--- src/rtl/card_dealer_pkg.sv ---
// rtl/card_dealer_pkg.sv - shared constants, state type and LFSR step for the card dealer
package card_dealer_pkg;

  localparam int NUM_SLOTS = 9;
  localparam int DECK_SIZE = 52;

  localparam int SLOT_PLAYER0 = 0;
  localparam int SLOT_PLAYER1 = 1;
  localparam int SLOT_COMM0   = 2;
  localparam int SLOT_COMM4   = 6;
  localparam int SLOT_OPP0    = 7;
  localparam int SLOT_OPP1    = 8;
  localparam int SLOT_LAST    = NUM_SLOTS - 1;

  // Taps for x^16+x^14+x^13+x^11+1 on a left-shifting register (bits 15,13,12,10)
  localparam logic [15:0] LFSR_TAPS = 16'hB400;

  typedef enum logic [2:0] {
    ST_IDLE     = 3'd0,
    ST_CLEAR    = 3'd1,
    ST_DRAW     = 3'd2,
    ST_FALLBACK = 3'd3,
    ST_DONE     = 3'd4
  } state_e;

  function automatic logic [15:0] lfsr_next(input logic [15:0] v);
    return {v[14:0], ^(v & LFSR_TAPS)};
  endfunction

endpackage

--- src/rtl/card_dealer_decode.sv ---
// rtl/card_dealer_decode.sv - card code 0..51 to number 1..13 and suit 0..3
module card_decode (
  input  logic [5:0] code_i,
  output logic [3:0] num_o,
  output logic [1:0] suit_o
);

  always_comb begin
    if (code_i >= 6'd39) begin
      suit_o = 2'd3;
      num_o  = 4'(code_i - 6'd38);
    end else if (code_i >= 6'd26) begin
      suit_o = 2'd2;
      num_o  = 4'(code_i - 6'd25);
    end else if (code_i >= 6'd13) begin
      suit_o = 2'd1;
      num_o  = 4'(code_i - 6'd12);
    end else begin
      suit_o = 2'd0;
      num_o  = 4'(code_i + 6'd1);
    end
  end

endmodule

--- src/rtl/card_dealer.sv ---
// rtl/card_dealer.sv - deals nine distinct cards from a free-running LFSR with a bounded fallback scan
module card_dealer
  import card_dealer_pkg::*;
#(
  parameter int          MAX_TRIES = 63,
  parameter logic [15:0] LFSR_INIT = 16'hACE1
) (
  input  logic        clk,
  input  logic        rst_n,
  input  logic        seed_load,
  input  logic [15:0] seed,
  input  logic        deal_start,
  output logic        busy,
  output logic        done,
  output logic        activate,
  output logic [35:0] card_num,
  output logic [17:0] card_suit
);

  localparam int TW = $clog2(MAX_TRIES + 1);

  state_e                 state_q, state_d;
  logic [15:0]            lfsr_q, lfsr_d;
  logic [DECK_SIZE-1:0]   used_q, used_d;
  logic [3:0]             slot_q, slot_d;
  logic [TW-1:0]          try_q, try_d;
  logic [35:0]            num_q, num_d;
  logic [17:0]            suit_q, suit_d;
  logic                   act_q, act_d;

  logic [5:0] cand, fb_code, wr_code;
  logic [3:0] draw_num, fb_num, wr_num;
  logic [1:0] draw_suit, fb_suit, wr_suit;
  logic       wr_en, start;

  assign cand = lfsr_q[5:0];

  card_decode u_dec_draw (.code_i(cand),    .num_o(draw_num), .suit_o(draw_suit));
  card_decode u_dec_fb   (.code_i(fb_code), .num_o(fb_num),   .suit_o(fb_suit));

  // Lowest free code; at most eight are ever used, so one always exists
  always_comb begin
    fb_code = 6'd0;
    for (int i = DECK_SIZE - 1; i >= 0; i--) begin
      if (!used_q[i]) fb_code = 6'(i);
    end
  end

  always_comb begin
    state_d = state_q;
    lfsr_d  = lfsr_next(lfsr_q);
    used_d  = used_q;
    slot_d  = slot_q;
    try_d   = try_q;
    num_d   = num_q;
    suit_d  = suit_q;
    act_d   = 1'b0;
    wr_en   = 1'b0;
    start   = 1'b0;
    wr_code = cand;
    wr_num  = draw_num;
    wr_suit = draw_suit;

    case (state_q)
      ST_IDLE: begin
        if (seed_load) lfsr_d = (seed == 16'd0) ? LFSR_INIT : seed;
        start = deal_start;
      end
      ST_DONE:  start = deal_start;
      ST_CLEAR: state_d = ST_DRAW;
      ST_DRAW: begin
        if (cand < 6'(DECK_SIZE) && !used_q[cand]) begin
          wr_en = 1'b1;
        end else begin
          try_d = try_q + 1'b1;
          if (try_q == TW'(MAX_TRIES - 1)) state_d = ST_FALLBACK;
        end
      end
      ST_FALLBACK: begin
        wr_en   = 1'b1;
        wr_code = fb_code;
        wr_num  = fb_num;
        wr_suit = fb_suit;
      end
      default: state_d = ST_IDLE;
    endcase

    if (wr_en) begin
      used_d[wr_code]               = 1'b1;
      num_d[4*int'(slot_q) +: 4]    = wr_num;
      suit_d[2*int'(slot_q) +: 2]   = wr_suit;
      slot_d                        = slot_q + 4'd1;
      try_d                         = '0;
      if (slot_q == 4'(SLOT_LAST)) begin
        state_d = ST_DONE;
        act_d   = 1'b1;
      end else begin
        state_d = ST_DRAW;
      end
    end

    if (start) begin
      state_d = ST_CLEAR;
      used_d  = '0;
      slot_d  = '0;
      try_d   = '0;
      num_d   = '0;
      suit_d  = '0;
    end
  end

  always_ff @(posedge clk or negedge rst_n) begin
    if (!rst_n) begin
      state_q <= ST_IDLE;
      lfsr_q  <= LFSR_INIT;
      used_q  <= '0;
      slot_q  <= '0;
      try_q   <= '0;
      num_q   <= '0;
      suit_q  <= '0;
      act_q   <= 1'b0;
    end else begin
      state_q <= state_d;
      lfsr_q  <= lfsr_d;
      used_q  <= used_d;
      slot_q  <= slot_d;
      try_q   <= try_d;
      num_q   <= num_d;
      suit_q  <= suit_d;
      act_q   <= act_d;
    end
  end

  assign busy      = (state_q == ST_CLEAR) || (state_q == ST_DRAW) || (state_q == ST_FALLBACK);
  assign done      = (state_q == ST_DONE);
  assign activate  = act_q;
  assign card_num  = num_q;
  assign card_suit = suit_q;

endmodule

--- config.mk ---
export PLATFORM = sky130hd
export DESIGN_NAME = card_dealer
export DESIGN_NICKNAME = d
export VERILOG_FILES = /design/src/rtl/card_dealer_pkg.sv /design/src/rtl/card_dealer_decode.sv /design/src/rtl/card_dealer.sv
export SDC_FILE = /design/constraint.sdc
export NUM_CORES = 1
export LEC_CHECK = 0
export ABC_AREA = 1
export BUFFER_PORTS_ARGS = -buffer_cell sky130_fd_sc_hd__buf_2
export CAP_MARGIN = 20
export CORE_MARGIN = 3
export CORE_UTILIZATION = 40
export CTS_CLUSTER_SIZE = 16
export DETAILED_ROUTE_END_ITERATION = 7
export PLACE_DENSITY = 0.56
export SETUP_SLACK_MARGIN = 0.05
export SLEW_MARGIN = 30
export SYNTH_ARGS = -nofsm -noshare
export SYNTH_HDL_FRONTEND = slang
export SYNTH_SLANG_ARGS = --single-unit
--- constraint.sdc ---
create_clock -name clk -period 4.3 [get_ports clk]
set_input_delay 0.645 -clock clk [delete_from_list [all_inputs] [get_ports clk]]
set_output_delay 0.645 -clock clk [all_outputs]
set_load 0.02 [all_outputs]
# Yosys cells after proc, flatten, opt, wreduce, memory -nomap -nowiden
# Cells that the tools add are included.
# totals
output_inout_bits	57
wordCells	158
input_bits	20
register_bits	136
# op_classes
bitwise_logic	1
shifts	4
muxes	99
n_reduce_logical	14
magnitude_cmp	10
eq_ne	10
n_addsub	12
# op_table
cell	count
two-way mux 6 bit	57
two-way mux 52 bit	2
two-way mux 36 bit	2
OR 52 bit	1
two-way mux 16 bit	3
bitwise mux 36 bit	1
two-way mux 18 bit	2
two-way mux 4 bit	9
variable shift 4 x 33 -> 36 bit (first input constant)	1
indexed part select 4 x 33 -> 36 bit	1
negation 5 -> 33 bit	1
negation 6 -> 33 bit	1
variable shift 2 x 33 -> 18 bit (first input constant)	1
indexed part select 2 x 33 -> 18 bit	1
bitwise mux 18 bit	1
logical NOT 16 bit	1
XOR reduction 16 bit	1
subtractor 4 bit (second input constant)	4
two-way mux 3 bit	5
less-than comparator 6 x 7 -> 1 bit (second input constant)	2
adder 4 x 1 -> 4 bit (second input constant)	3
>= comparator 6 x 4 -> 1 bit (second input constant)	2
>= comparator 6 x 5 -> 1 bit (second input constant)	2
>= comparator 6 bit (second input constant)	2
28 further kinds	44

# Logic depth before layout (Yosys ltp)
# depth
ltp_word	61
mapped_depth	65

# By module
# Synthesis repeated with hierarchy kept, for this count alone.
# hier_totals
cells_unflattened	1095
hier_area_um2	8067.7
# by_module_without_submodules
mod	area_per_inst_um2	instances	cells_per_inst
card_dealer	7184.4	1	935
card_decode	441.7	2	80

# Least setup slack after synthesis
# Ideal clock, no wire load.
# synth_timing
kind	register to register
from	register used_q[51]
to	register num_q[33] (netlist: card_num[33])
path_stages_with_launch	65
required_time_ps	4216
period_less_slack_ps	4406
n_path_buf	0
slack_ps	-106
arrival_time_ps	4322
cell_sequence	dfrtp_1 -> inv_2 -> nand2_1 -> nand2_1 -> nand2_1 -> nand2_1 -> nand2_1 -> nand2_1 -> nand2_1 -> nand2_1 -> nand2_1 -> nand2_1 -> nand2_1 -> nand2_1 -> nand2_1 -> nand2_1 -> nand2_1 -> nand2_1 -> [... 29 more ...] -> nand2_1 -> nand2_1 -> nand2_1 -> nand2_1 -> a21oi_4 -> inv_1 -> ha_1 -> a221oi_1 -> nand2_1 -> inv_1 -> nand2_1 -> o22ai_1 -> a21oi_1 -> o22ai_1 -> o311ai_0 -> nor2_1 -> nand2_1 -> o21ai_0
# synth_between
elab_chain_cells	61
elab_cells_between_ends	74
# synth_lines
item	line	text
start: declaration	card_dealer.sv:24	logic [DECK_SIZE-1:0] used_q, used_d;
start signal: assignment	card_dealer.sv:125	used_q <= used_d;
two-way mux 6 bit (52 in a row)	card_dealer.sv:45	if (!used_q[i]) fb_code = 6'(i);
>= comparator 6 x 4 -> 1 bit, or another cell as far along	card_dealer_decode.sv:15	end else if (code_i >= 6'd13) begin
two-way mux 4 bit	card_dealer_decode.sv:15	
two-way mux 4 bit	card_dealer_decode.sv:12	end else if (code_i >= 6'd26) begin
two-way mux 4 bit	card_dealer_decode.sv:9	if (code_i >= 6'd39) begin
two-way mux 4 bit	card_dealer.sv:64	case (state_q)
indexed part select 4 x 33 -> 36 bit	card_dealer.sv:90	num_d[4*int'(slot_q) +: 4] = wr_num;
bitwise mux 36 bit	card_dealer.sv:90	
two-way mux 36 bit	card_dealer.sv:88	if (wr_en) begin
two-way mux 36 bit	card_dealer.sv:102	if (start) begin
end signal: assignment	card_dealer.sv:128	num_q <= num_d;
end: declaration	card_dealer.sv:27	logic [35:0] num_q, num_d;
# Several ways; a longest one is shown, not always the timed one. The select of a mux whose other input is x is not followed.
# A chain may end at the register's enable or synchronous reset.

# Worst setup path in the final report
# layout_timing
from	register used_q[51]
to	register num_q[6] (netlist: card_num[6])
# Same word-level chain as after synthesis.

==> reports/qor.yml <==
crit_type: "register to register"
worst_r2r_path_depth: 64
cp_common_cell: "nand2_1"
ys_seq_area_share_pct: 44.54
die_h_um: 144.4
min_period_over_period_pct: 111.4
crit_path_max_fanout: 3
antenna_left: 0
grt_start_max_net_pins: 100
r2r-end: "card_num[6]"
synth_top_cell_by_area: "dfrtp_1"
syn_nets: 1070
drtIter0Drc: 573
status: "finished, violations left"
fp.dieW_um: 144.4
leakage_uw: 0.004573
start_util_pct: 41.67
vias: 7335
hold_buffers: 0
wl_met3_um: 881
critPathMaxStageDelay_ns: 0.39
yosysWarnings: 0
ys_top_cells_by_area: "dfrtp_1 (42%), nand2_1 (11%), a21oi_1 (6.5%)"
gp_congestion: 0.9010
startpoint_type: "register"
synthArstFlopShare_pct: 100.0
grt_first_pass_wirelength_um: 36850
place_inst: 1349
antenna_found_initial: 0
crit_slowest_cell: "dfrtp_1"
clk_latency_ns: 0.44
top_layer: "met4"
wl_per_cell_um: 16.36
cts_buffers: 17
required_ns: 4.66
grt_pass1_vias: 7035
netlist_instances: 1023
yosysMostFrequentCell: "nand2_1"
endpoint: "card_num[6]"
worstMarginPinSlew_ns: 0.9369
die_area_um2: 20860
r2r-start: "used_q[51]"
ys_ff_latch: 136
startpoint: "used_q[51]"
violations: "setup timing"
cp.arrival_ns: 5.15
clock-skew-final_ns: 0.01719
netlist_area_um2: 7664
synth_top_area_share_pct: 41.80
syn_to_final_growth_pct: 26.86
finalSetupViolCount: 53
maxCapViolCount: 0
drt-vias-per-instance: 5.273
dp_hpwl_um: 15730
finalSetupTns_ns: -15.85
io_pins: 77
cts-root-buf: "clkbuf_16"
wl_met2_um: 10230
ir_drop_mv: 0.3549
synthDistinctLibCells: 38
rrSetupSlack_ns: -0.49
firstDrtPassIters: 5
synth_ff_type: "dfrtp_1"
met1_length_um: 11380
overflow: 0
drv_slew: 0
hold_class: "input pin to async pin"
post-route-min-period_ns: 4.789
core_um2: 18390
synth_enable_flop_cells: 0
route.detailed.drc: 0
drive_above_1_share_pct: 24.27
synthTopCellsByCount: "nand2_1 (229), dfrtp_1 (128), inv_1 (123), a21oi_1 (99), o21ai_0 (92)"
rsz0062_at_grt: "yes"
wirelength_um: 22750
avgSynthCellArea_um2: 7.491
clk_pin_slew_ns: 0.07
num_antenna_cells: 0
clock_path_buffers: 2
dpl_worst_slack_ns: -0.5678
track_usage_pct: 22.45
cp-end-kind: "register"
post_layout_nonfiller_instances: 1391
final_nets: 1196
setup_ws_ns: -0.4893
powerDensity_nw_per_um2: 821.7
max_slew_margin_pct: 37.06
cts_tree: "built"
cts_num_sinks: 136
max_freq_ghz: 0.2088
hold_viol: 0
rows: 49
htree_levels: 4
io_buffers: 76
==> registers in the layout, indices dropped and copies added (netlist names) <==
signal     cells
activate       1
card_num      36
card_suit     18
lfsr_q        16
slot_q         4
state_q        3
try_q          6
used_q        52
==> cell type report <==
cell class | instances | area (um^2)
fillers | 1799 | 8671
multi-input cells | 718 | 3969
flip-flops and latches | 136 | 3413
repair buffers | 148 | 979.7
inverters | 128 | 485.5
clock buffers | 18 | 429.2
well taps | 229 | 286.5
clock inverters | 14 | 158.9
==> worst max-delay path: cells and delay by family, from the launching register on <==
family / cells / cell delay (ns)
adder cells (fa/ha/maj): 1 / 0.16
XOR/XNOR: 1 / 0.14
AO/OA/AOI/OAI: 5 / 0.74
AND/OR/NAND/NOR: 53 / 2.94
buffers and inverters: 4 / 0.32
flip-flops: 1 / 0.39
==> logic make-up after synthesis <==
group | after synthesis | share of synthesized area (%)
simple gates | 450 | 25.08
compound gates | 230 | 16.34
buf+inv | 169 | 8.376
flops | 136 | 44.54
fa+ha+maj | 27 | 4.408
xor+xnor | 11 | 1.257
==> timing repair <==
action,CTS,global route
setup endpoints to repair,54,106
buffers inserted,5,5
pin swaps,8,29
gates resized for setup,50,85
==> per-layer routing <==
metal	track usage (%)	vias to the layer above
met1	33.35	3532
met5	0	-
met2	34.02	165
met3	3.902	18
met4	5.695	0
li1	-	3620
==> layout by cell type (no fill, tap or decap), types with 7 or more instances in the layout <==
cell type,synthesis,final
nand2_1,229,207
dfrtp_1,128,128
inv_1,123,119
nor2_1,88,81
buf_2,3,75
nand3_1,76,74
a21oi_1,99,66
buf_4,1,62
o21ai_0,92,53
o21ai_1,1,34
a21oi_2,0,33
ha_1,27,26
nand2_2,1,19
nor3_1,17,17
clkbuf_16,0,17
nand4_1,16,16
o21bai_1,9,9
dfstp_2,8,8
buf_6,0,8
xor2_1,7,7
and3_1,11,7
==> where the power goes <==
group          switching [uW]  internal [uW]  leakage, uW  total [uW]
logic                    2840           1520      0.00249        4360
clock network             617            866     0.000277        1480
registers                 358           1790      0.00181        2140
==> stage by stage <==
stage	area (um^2)	power, uW	hold slack [ns]	utilization (%)
3_5_place_dp	8685	6068	0.4363	47.22
6_report	9722	7988	0.2976	52.86
2_1_floorplan	7695	4591	0.3494	-
4_1_cts	9375	7733	0.3723	50.97
3_3_place_gp	8685	6049	0.4348	47.22
5_1_grt	9722	8607	0.3726	52.86
==> worst min path at each step <==
stage	endpoint	slack, ns
floorplan	activate	0.35
global placement	lfsr_q[9]	0.43
detailed placement	lfsr_q[9]	0.44
CTS	used_q[11]	0.37
global route	card_suit[8]	0.37
finish	card_suit[1]	0.30
Power figures use the tool's default switching activity.
